--- src/rtl/async_proc_pkg.sv ---
// Shared types and widths for the block scheduler and its round-robin arbiter.
package async_proc_pkg;

  localparam int NIBBLE_W  = 4;
  localparam int OPERAND_W = 16;
  localparam int NUM_REQ   = 2;
  localparam int CNT_W     = 8;

  typedef enum logic [1:0] {
    ST_IDLE = 2'd0,
    ST_LOAD = 2'd1,
    ST_WAIT = 2'd2,
    ST_RESP = 2'd3
  } state_t;

endpackage

--- src/rtl/rr_arbiter2.sv ---
// Two-requester round-robin grant; the last winner loses a tie on the next contest.
module rr_arbiter2
  import async_proc_pkg::*;
(
  input  logic               clk,
  input  logic               rst_n,
  input  logic [NUM_REQ-1:0] req,
  input  logic               upd,
  output logic [NUM_REQ-1:0] gnt,
  output logic               gnt_id
);

  // Resetting to 1 makes requester 0 the preferred winner of the first tie.
  logic last;

  always_comb begin
    gnt = '0;
    case (req)
      2'b01:   gnt = 2'b01;
      2'b10:   gnt = 2'b10;
      2'b11:   gnt = last ? 2'b01 : 2'b10;
      default: gnt = '0;
    endcase
  end

  assign gnt_id = gnt[1];

  always_ff @(posedge clk or negedge rst_n) begin
    if (!rst_n)   last <= 1'b1;
    else if (upd) last <= gnt_id;
  end

endmodule

--- src/rtl/block_scheduler.sv ---
// Time-multiplexes one shared processing block between two requesters:
// arbitrate, load operands, wait for the block (with timeout), hold the result.
module block_scheduler
  import async_proc_pkg::*;
#(
  parameter int TIMEOUT  = 15,
  parameter int MIN_WAIT = 2
) (
  input  logic        clk,
  input  logic        rst_n,
  input  logic [1:0]  req_valid,
  input  logic [31:0] req_data,
  output logic [1:0]  req_ready,
  output logic        rsp_valid,
  input  logic        rsp_ready,
  output logic        rsp_id,
  output logic [3:0]  rsp_data,
  output logic        rsp_err,
  output logic [3:0]  bk_in1,
  output logic [3:0]  bk_in2,
  output logic [3:0]  bk_in3,
  output logic [3:0]  bk_in4,
  input  logic [3:0]  bk_out,
  input  logic        bk_proc,
  input  logic        bk_rdy,
  output logic        busy
);

  localparam logic [CNT_W-1:0] TO_CNT = CNT_W'(TIMEOUT);
  localparam logic [CNT_W-1:0] MW_CNT = CNT_W'(MIN_WAIT);

  state_t                        state, state_nxt;
  logic                          owner;
  logic [OPERAND_W-1:0]          operand;
  logic [3:0][NIBBLE_W-1:0]      bk_in_q;
  logic [CNT_W-1:0]              cnt, cnt_nxt;
  logic [NUM_REQ-1:0]            gnt;
  logic                          gnt_id;
  logic                          idle, accept, done, abort;

  assign idle   = (state == ST_IDLE);
  assign accept = |(req_valid & req_ready);

  rr_arbiter2 u_arb (
    .clk    (clk),
    .rst_n  (rst_n),
    .req    (req_valid & {NUM_REQ{idle}}),
    .upd    (accept),
    .gnt    (gnt),
    .gnt_id (gnt_id)
  );

  assign req_ready = gnt;

  // cnt_nxt counts WAIT cycles including the current one, so the first
  // WAIT cycle sees 1 and the abort lands TIMEOUT+2 cycles after acceptance.
  assign cnt_nxt = (cnt >= TO_CNT) ? TO_CNT : cnt + 1'b1;
  assign done    = (state == ST_WAIT) && (cnt_nxt >= MW_CNT) && bk_rdy && !bk_proc;
  assign abort   = (state == ST_WAIT) && (cnt_nxt == TO_CNT) && !done;

  always_comb begin
    state_nxt = state;
    case (state)
      ST_IDLE: if (accept)         state_nxt = ST_LOAD;
      ST_LOAD:                     state_nxt = ST_WAIT;
      ST_WAIT: if (done || abort)  state_nxt = ST_RESP;
      ST_RESP: if (rsp_ready)      state_nxt = ST_IDLE;
      default:                     state_nxt = ST_IDLE;
    endcase
  end

  always_ff @(posedge clk or negedge rst_n) begin
    if (!rst_n) state <= ST_IDLE;
    else        state <= state_nxt;
  end

  always_ff @(posedge clk or negedge rst_n) begin
    if (!rst_n) begin
      owner     <= 1'b0;
      operand   <= '0;
      bk_in_q   <= '0;
      cnt       <= '0;
      rsp_valid <= 1'b0;
      rsp_data  <= '0;
      rsp_err   <= 1'b0;
    end else begin
      case (state)
        ST_IDLE: if (accept) begin
          owner   <= gnt_id;
          operand <= gnt_id ? req_data[31:16] : req_data[15:0];
        end
        ST_LOAD: begin
          bk_in_q <= operand;
          cnt     <= '0;
        end
        ST_WAIT: begin
          cnt <= cnt_nxt;
          if (done) begin
            rsp_valid <= 1'b1;
            rsp_data  <= bk_out;
            rsp_err   <= 1'b0;
          end else if (abort) begin
            rsp_valid <= 1'b1;
            rsp_data  <= '0;
            rsp_err   <= 1'b1;
          end
        end
        ST_RESP: if (rsp_ready) rsp_valid <= 1'b0;
        default: ;
      endcase
    end
  end

  assign rsp_id = owner;
  assign bk_in1 = bk_in_q[0];
  assign bk_in2 = bk_in_q[1];
  assign bk_in3 = bk_in_q[2];
  assign bk_in4 = bk_in_q[3];
  assign busy   = !idle;

endmodule
--- config.mk ---
export PLATFORM = sky130hd
export DESIGN_NAME = block_scheduler
export DESIGN_NICKNAME = d
export VERILOG_FILES = /design/src/rtl/async_proc_pkg.sv /design/src/rtl/rr_arbiter2.sv /design/src/rtl/block_scheduler.sv
export SDC_FILE = /design/constraint.sdc
export NUM_CORES = 1
export LEC_CHECK = 0
export CAP_MARGIN = 25
export CORE_AREA = 2 2 77 79
export CTS_CLUSTER_SIZE = 8
export DETAILED_ROUTE_END_ITERATION = 16
export DIE_AREA = 0 0 79 81
export PLACE_DENSITY = 0.74
export SLEW_MARGIN = 20
export SYNTH_ARGS = -nofsm -noshare
export SYNTH_HDL_FRONTEND = slang
export SYNTH_SLANG_ARGS = --single-unit
export TNS_END_PERCENT = 50
--- constraint.sdc ---
create_clock -name clk -period 2 [get_ports clk]
set_input_delay 0.4 -clock clk [delete_from_list [all_inputs] [get_ports clk]]
set_output_delay 0.4 -clock clk [all_outputs]
set_load 0.005 [all_outputs]
==> flow_summary.ini, run 1 <==
[status]
status = finished, violations left
violations = negative setup slack

[clock_network]
clock-sinks = 50
clock_latency_ns = 0.30
cts.clk_slew.worst_paths_ns = 0.09
htree_levels = 2
ctsRootBufferMaster = clkbuf_8
cts_tree = done
cts_max_path_buffers = 2
cts_buffers = 5

[synth]
yosysWarnings = 0
synth_top_cell_area_share = 0.5361
yosysSeqAreaShare = 0.5476
async_flop_share = 1.000
syn_nets = 252
post_synth_inst_count = 203
yosys-top-cells-count = dfrtp_1, nand2_1, o21ai_0
synthTopCellsByArea = dfrtp_1, mux2_2, mux2i_1
ys_ff_latch = 50
synth_cell_type_count = 38
synth.largest_area_cell = dfrtp_1
yosysMostFrequentCell = dfrtp_1
syn-cell-area_um2 = 2287
synth_flop_cell = dfrtp_1
avgSynthCellArea_um2 = 11.27
synth-edff-count = 0

[global_routing]
antenna_found_initial = 0
grt_pass1_vias = 1769
grt_pass1_wl_um = 8004
grt_max_degree = 51
grtUsageTotal = 0.1588
gr-total-overflow = 0

[cells_and_area]
fin_cells = 362
design_area_um2 = 3292
utilization = 0.5800
nets = 335
syn2layout_area_growth_pct = 43.93
layout-drive-gt1-share = 0.2091
diodes = 0

[timing]
setup_viol = 1
fin_tns_setup_ns = -0.06161
fmax_mhz = 485.1
slew_violations = 0
tightest_slew_ns = 0.4121
fin_crit_sh = 1.031
hold_viol = 0
fin_skew_ns = 0.009841
finalWorstSetupSlack_ns = -0.06161
max_slew_margin = 0.7224
rsz0062_at_grt = yes
finalCriticalPeriod_ns = 2.062

[die]
std_cell_rows = 28
initial_core_util = 0.4030
die-area_um2 = 6399
design.core.area_um2 = 5675
fp.dieH_um = 81
io_pins = 69
die_w_um = 79

[worst_hold_path]
min_path_type = in2async

[drt]
via_per_inst = 4.914
firstDrtPassIters = 4
drc = 0
wl_um = 4836
initialDrtViolationCount = 105
ant_nets = 0
num_vias = 1779
wl_per_cell_um = 13.36

[setup_path]
worstSetupPathType = reg2reg
critPathMaxFanout = 2
crit_path_start_kind = flip-flop
cp-end-kind = flip-flop
cp.required_ns = 2.19
critPathArrivalTime_ns = 2.25

[placement]
dp_hpwl_um = 3567
pre_cts_ws_ns = -0.04908
place_area_um2 = 3136
dp.cells = 350
io_buffers = 68
place_congestion = 0.7882

[run]
max_cap_viol_count = 0

[pwr]
leakage_nw = 1.562
power_density_nw_per_um2 = 1300
irDropWorstVdd_v = 0.0005318
==> flip-flops by register name (all words and copies together), names as in the netlist, 2 cells and up <==
signal / count
cnt: 8
bk_in3: 4
bk_in4: 4
operand: 16
rsp_data: 4
bk_in1: 4
state: 2
bk_in2: 4
==> layer usage <==
metal	wire length, um	part of all wire	vias up	track usage
li1	-	-	870	-
met1	2303	0.48	858	0.2095
met2	2259	0.47	47	0.2636
met3	236	0.049	4	0.04000
met4	37	0.0077	0	0.04138
met5	0	0	-	0
==> logic make-up (layout without fill, tap and decap cells) <==
| kind of cell | count (synthesis) | count (layout) | share of synthesized area |
|---|---|---|---|
| DFF | 50 | 50 | 0.5476 |
| muxes | 33 | 33 | 0.1554 |
| AOI/OAI and AO/OA | 43 | 43 | 0.1215 |
| adders and majority gates | 6 | 6 | 0.03282 |
| buffers and inverters | 21 | 105 | 0.03665 |
| xor gates and xnor gates | 2 | 2 | 0.007660 |
| and+or+nand+nor | 48 | 48 | 0.09847 |
==> what timing repair did <==
action,CTS,global route
buffers inserted,4,0
pin swaps,2,0
setup endpoints to repair,5,3
resized for setup,7,4
hold buffers,0,0
==> final cells by class <==
cell class	count	area, um^2
Fill cell	503	2384
Inverter	11	41.29
Clock inverter	3	21.27
Tap cell	75	93.84
Sequential cell	50	1252
Timing Repair Buffer	86	820.8
Clock buffer	5	68.82
Multi-Input combinational cell	132	993.5
==> metrics by stage <==
step / total power, mW / hold slack [ns]
global placement: 3.522 / 0.4040
global route: 4.622 / 0.07563
floorplan: 2.687 / 0.1044
detailed placement: 3.588 / 0.4085
CTS: 4.304 / 0.07717
finish: 4.279 / 0.06688
==> where the power goes <==
part | switching, mW | internal, mW | total, mW
clock network | 0.335 | 0.246 | 0.582
logic | 0.862 | 1.18 | 2.04
registers | 0.216 | 1.44 | 1.65
total | 1.41 | 2.87 | 4.28
==> cells in the final DEF, fill, tap and decap left out, types with 2 or more instances in the layout <==
| cell type | n |
|---|---|
| nand3_1 | 6 |
| clkdlybuf4s50_1 | 65 |
| mux2_2 | 16 |
| clkbuf_8 | 5 |
| o211ai_1 | 3 |
| dlygate4sd2_1 | 2 |
| buf_4 | 17 |
| inv_1 | 9 |
| ha_1 | 4 |
| mux2i_1 | 16 |
| nand2_1 | 28 |
| dfrtp_1 | 49 |
| o21ai_0 | 22 |
| nor2b_1 | 4 |
| inv_2 | 2 |
| a21oi_1 | 4 |
| nor2_1 | 5 |
==> path summary, 6_finish.rpt <==
| path | to | slack [ns] | cells after the start | from |
|---|---|---|---|---|
| worst min register to register | operand[4] | 0.48 | 2 | operand[4] |
| min in group clk | operand[4] | 0.48 | 2 | operand[4] |
| worst min-delay path | operand[4] | 0.07 | 2 | rst_n |
| worst max-delay path | state[1] | -0.06 | 5 | cnt[5] |
| max in group asynchronous | u_arb.last | 1.66 | 2 | rst_n |
| worst max register to register | state[1] | -0.06 | 5 | cnt[5] |
==> critical path: stages (launching register included) <==
cell and delay, ns:
dfrtp_1 0.38, or4_4 0.53, or4b_4 0.50, o21ai_4 0.15, a21oi_2 0.08, mux2_4 0.30
No activity file was read; power rests on OpenSTA's default activity.
==> run 2: changes to the inputs <==
Settings changed: CORE_AREA 2 2 77 79 to 3 3 78 80, DIE_AREA 0 0 79 81 to 0 0 81 83, GPL_ROUTABILITY_DRIVEN set to 0.
==> flow_summary.ini, run 2 (synthesized netlist as in run 1, its figures left out) <==
[cells_and_area]
syn2layout_area_growth_pct = 43.65
biggestRegsByFlops = operand: 16 flops, cnt: 8 flops
mostFrequentLayoutCells = clkdlybuf4s50_1, dfrtp_1, nand2_1
fillers = 474
largest_reg_flops = 16
largest-register = operand
nets = 334
fin_cells = 358
layout-drive-gt1-share = 0.2028
diodes = 0
final_common_cell = clkdlybuf4s50_1

[timing]
fin_crit_sh = 1.031
fin_tns_setup_ns = -0.06141
rsz0062_at_grt = yes
setup_viol = 1
max_slew_margin = 0.7151
slew_violations = 0
tightest_slew_ns = 0.4274
fin_skew_ns = 0.01358
hold_viol = 0
fmax_mhz = 485.1
finalWorstSetupSlack_ns = -0.06141
finalCriticalPeriod_ns = 2.061
holdWs_ns = 0.05630

[clock_network]
cts_tree = done
cts_buffers = 5
cts_max_path_buffers = 2
clock-sinks = 50
ctsRootBufferMaster = clkbuf_8
cts.clk_slew.worst_paths_ns = 0.10
htree_levels = 2
cts-hold-fix-buffers = 0
clock_latency_ns = 0.30

[die]
design.core.area_um2 = 5473
std_cell_rows = 27
initial_core_util = 0.4179
io_pins = 69
die_w_um = 81
die-area_um2 = 6723
fp.dieH_um = 83

[global_routing]
gr-total-overflow = 0
grtUsageTotal = 0.1578
grt_pass1_vias = 1793
antenna_found_initial = 0
grt_pass1_wl_um = 8369
grt_max_degree = 51

[status]
status = finished, violations left
violations = negative setup slack

[placement]
pre_cts_ws_ns = -0.06613
dp.cells = 349
dp_hpwl_um = 3658
io_buffers = 68

[pwr]
irDropWorstVdd_v = 0.0007496
leakage_nw = 1.566
power_density_nw_per_um2 = 1305

[drt]
drc = 0
num_vias = 1754
wl_um = 4935
firstDrtPassIters = 4
ant_nets = 0
via_per_inst = 4.899
initialDrtViolationCount = 65
wl_per_cell_um = 13.78

[setup_path]
cp.required_ns = 2.18
critPathMaxFanout = 2
cp-end-kind = flip-flop
critPathArrivalTime_ns = 2.24
crit_path_start_kind = flip-flop
worstSetupPathType = reg2reg

[worst_hold_path]
min_path_type = in2async

[run]
max_cap_viol_count = 0
==> run 2: final timing paths <==
path | slack [ns] | to | startpoint | depth (start not counted)
max in group asynchronous | 1.65 | u_arb.last | rst_n | 2
min reg2reg | 0.48 | operand[7] | operand[7] | 2
max reg2reg | -0.06 | state[1] | cnt[5] | 5
min | 0.06 | operand[6] | rst_n | 2
min in group clk | 0.48 | operand[7] | operand[7] | 2
max | -0.06 | state[1] | cnt[5] | 5
==> run 2: timing repair <==
| item | 4_1_cts | 5_1_grt |
|---|---|---|
| pin swaps | 1 | 1 |
| gates resized for setup | 6 | 4 |
| setup buffers | 1 | 0 |
| setup endpoints to repair | 5 | 7 |
==> run 2: critical path, cell delays in order, from the launching register on <==
cell     delay (ns)
dfrtp_1        0.38
or4_4          0.53
or4b_4         0.50
o21ai_4        0.15
a21oi_2        0.08
mux2_4         0.29
==> run 2: where the power goes <==
part           internal [mW]  total [mW]  leakage (nW)  switching, mW
logic                   1.19        2.05         0.885          0.861
clock network          0.247       0.576        0.0483          0.329
registers               1.44        1.67         0.633          0.228
==> run 2: metal layers <==
layer | GRT usage | vias up | part of all wire
met5 | 0 | - | 0
met4 | 0.05069 | 0 | 0.013
met3 | 0.03037 | 7 | 0.035
met2 | 0.2502 | 38 | 0.49
met1 | 0.2157 | 840 | 0.46
li1 | - | 869 | -
==> run 2: area by class of cell <==
cell class	instances	area, um^2	area share
Clock inverter	3	18.77	0.005712
Sequential cell	50	1252	0.3812
Timing Repair Buffer	85	825.8	0.2513
Tap cell	72	90.09	0.02742
Clock buffer	5	68.82	0.02094
Multi-Input combinational cell	132	988.4	0.3008
Inverter	11	41.29	0.01257
==> run 2: through the flow <==
stage               power (mW)    util  cell area [um^2]
floorplan                2.687       -              2288
global placement         3.572  0.5773              3159
detailed placement       3.636  0.5773              3159
CTS                      4.291  0.5965              3264
global route             4.632  0.6004              3286
finish                   4.287  0.6004              3286
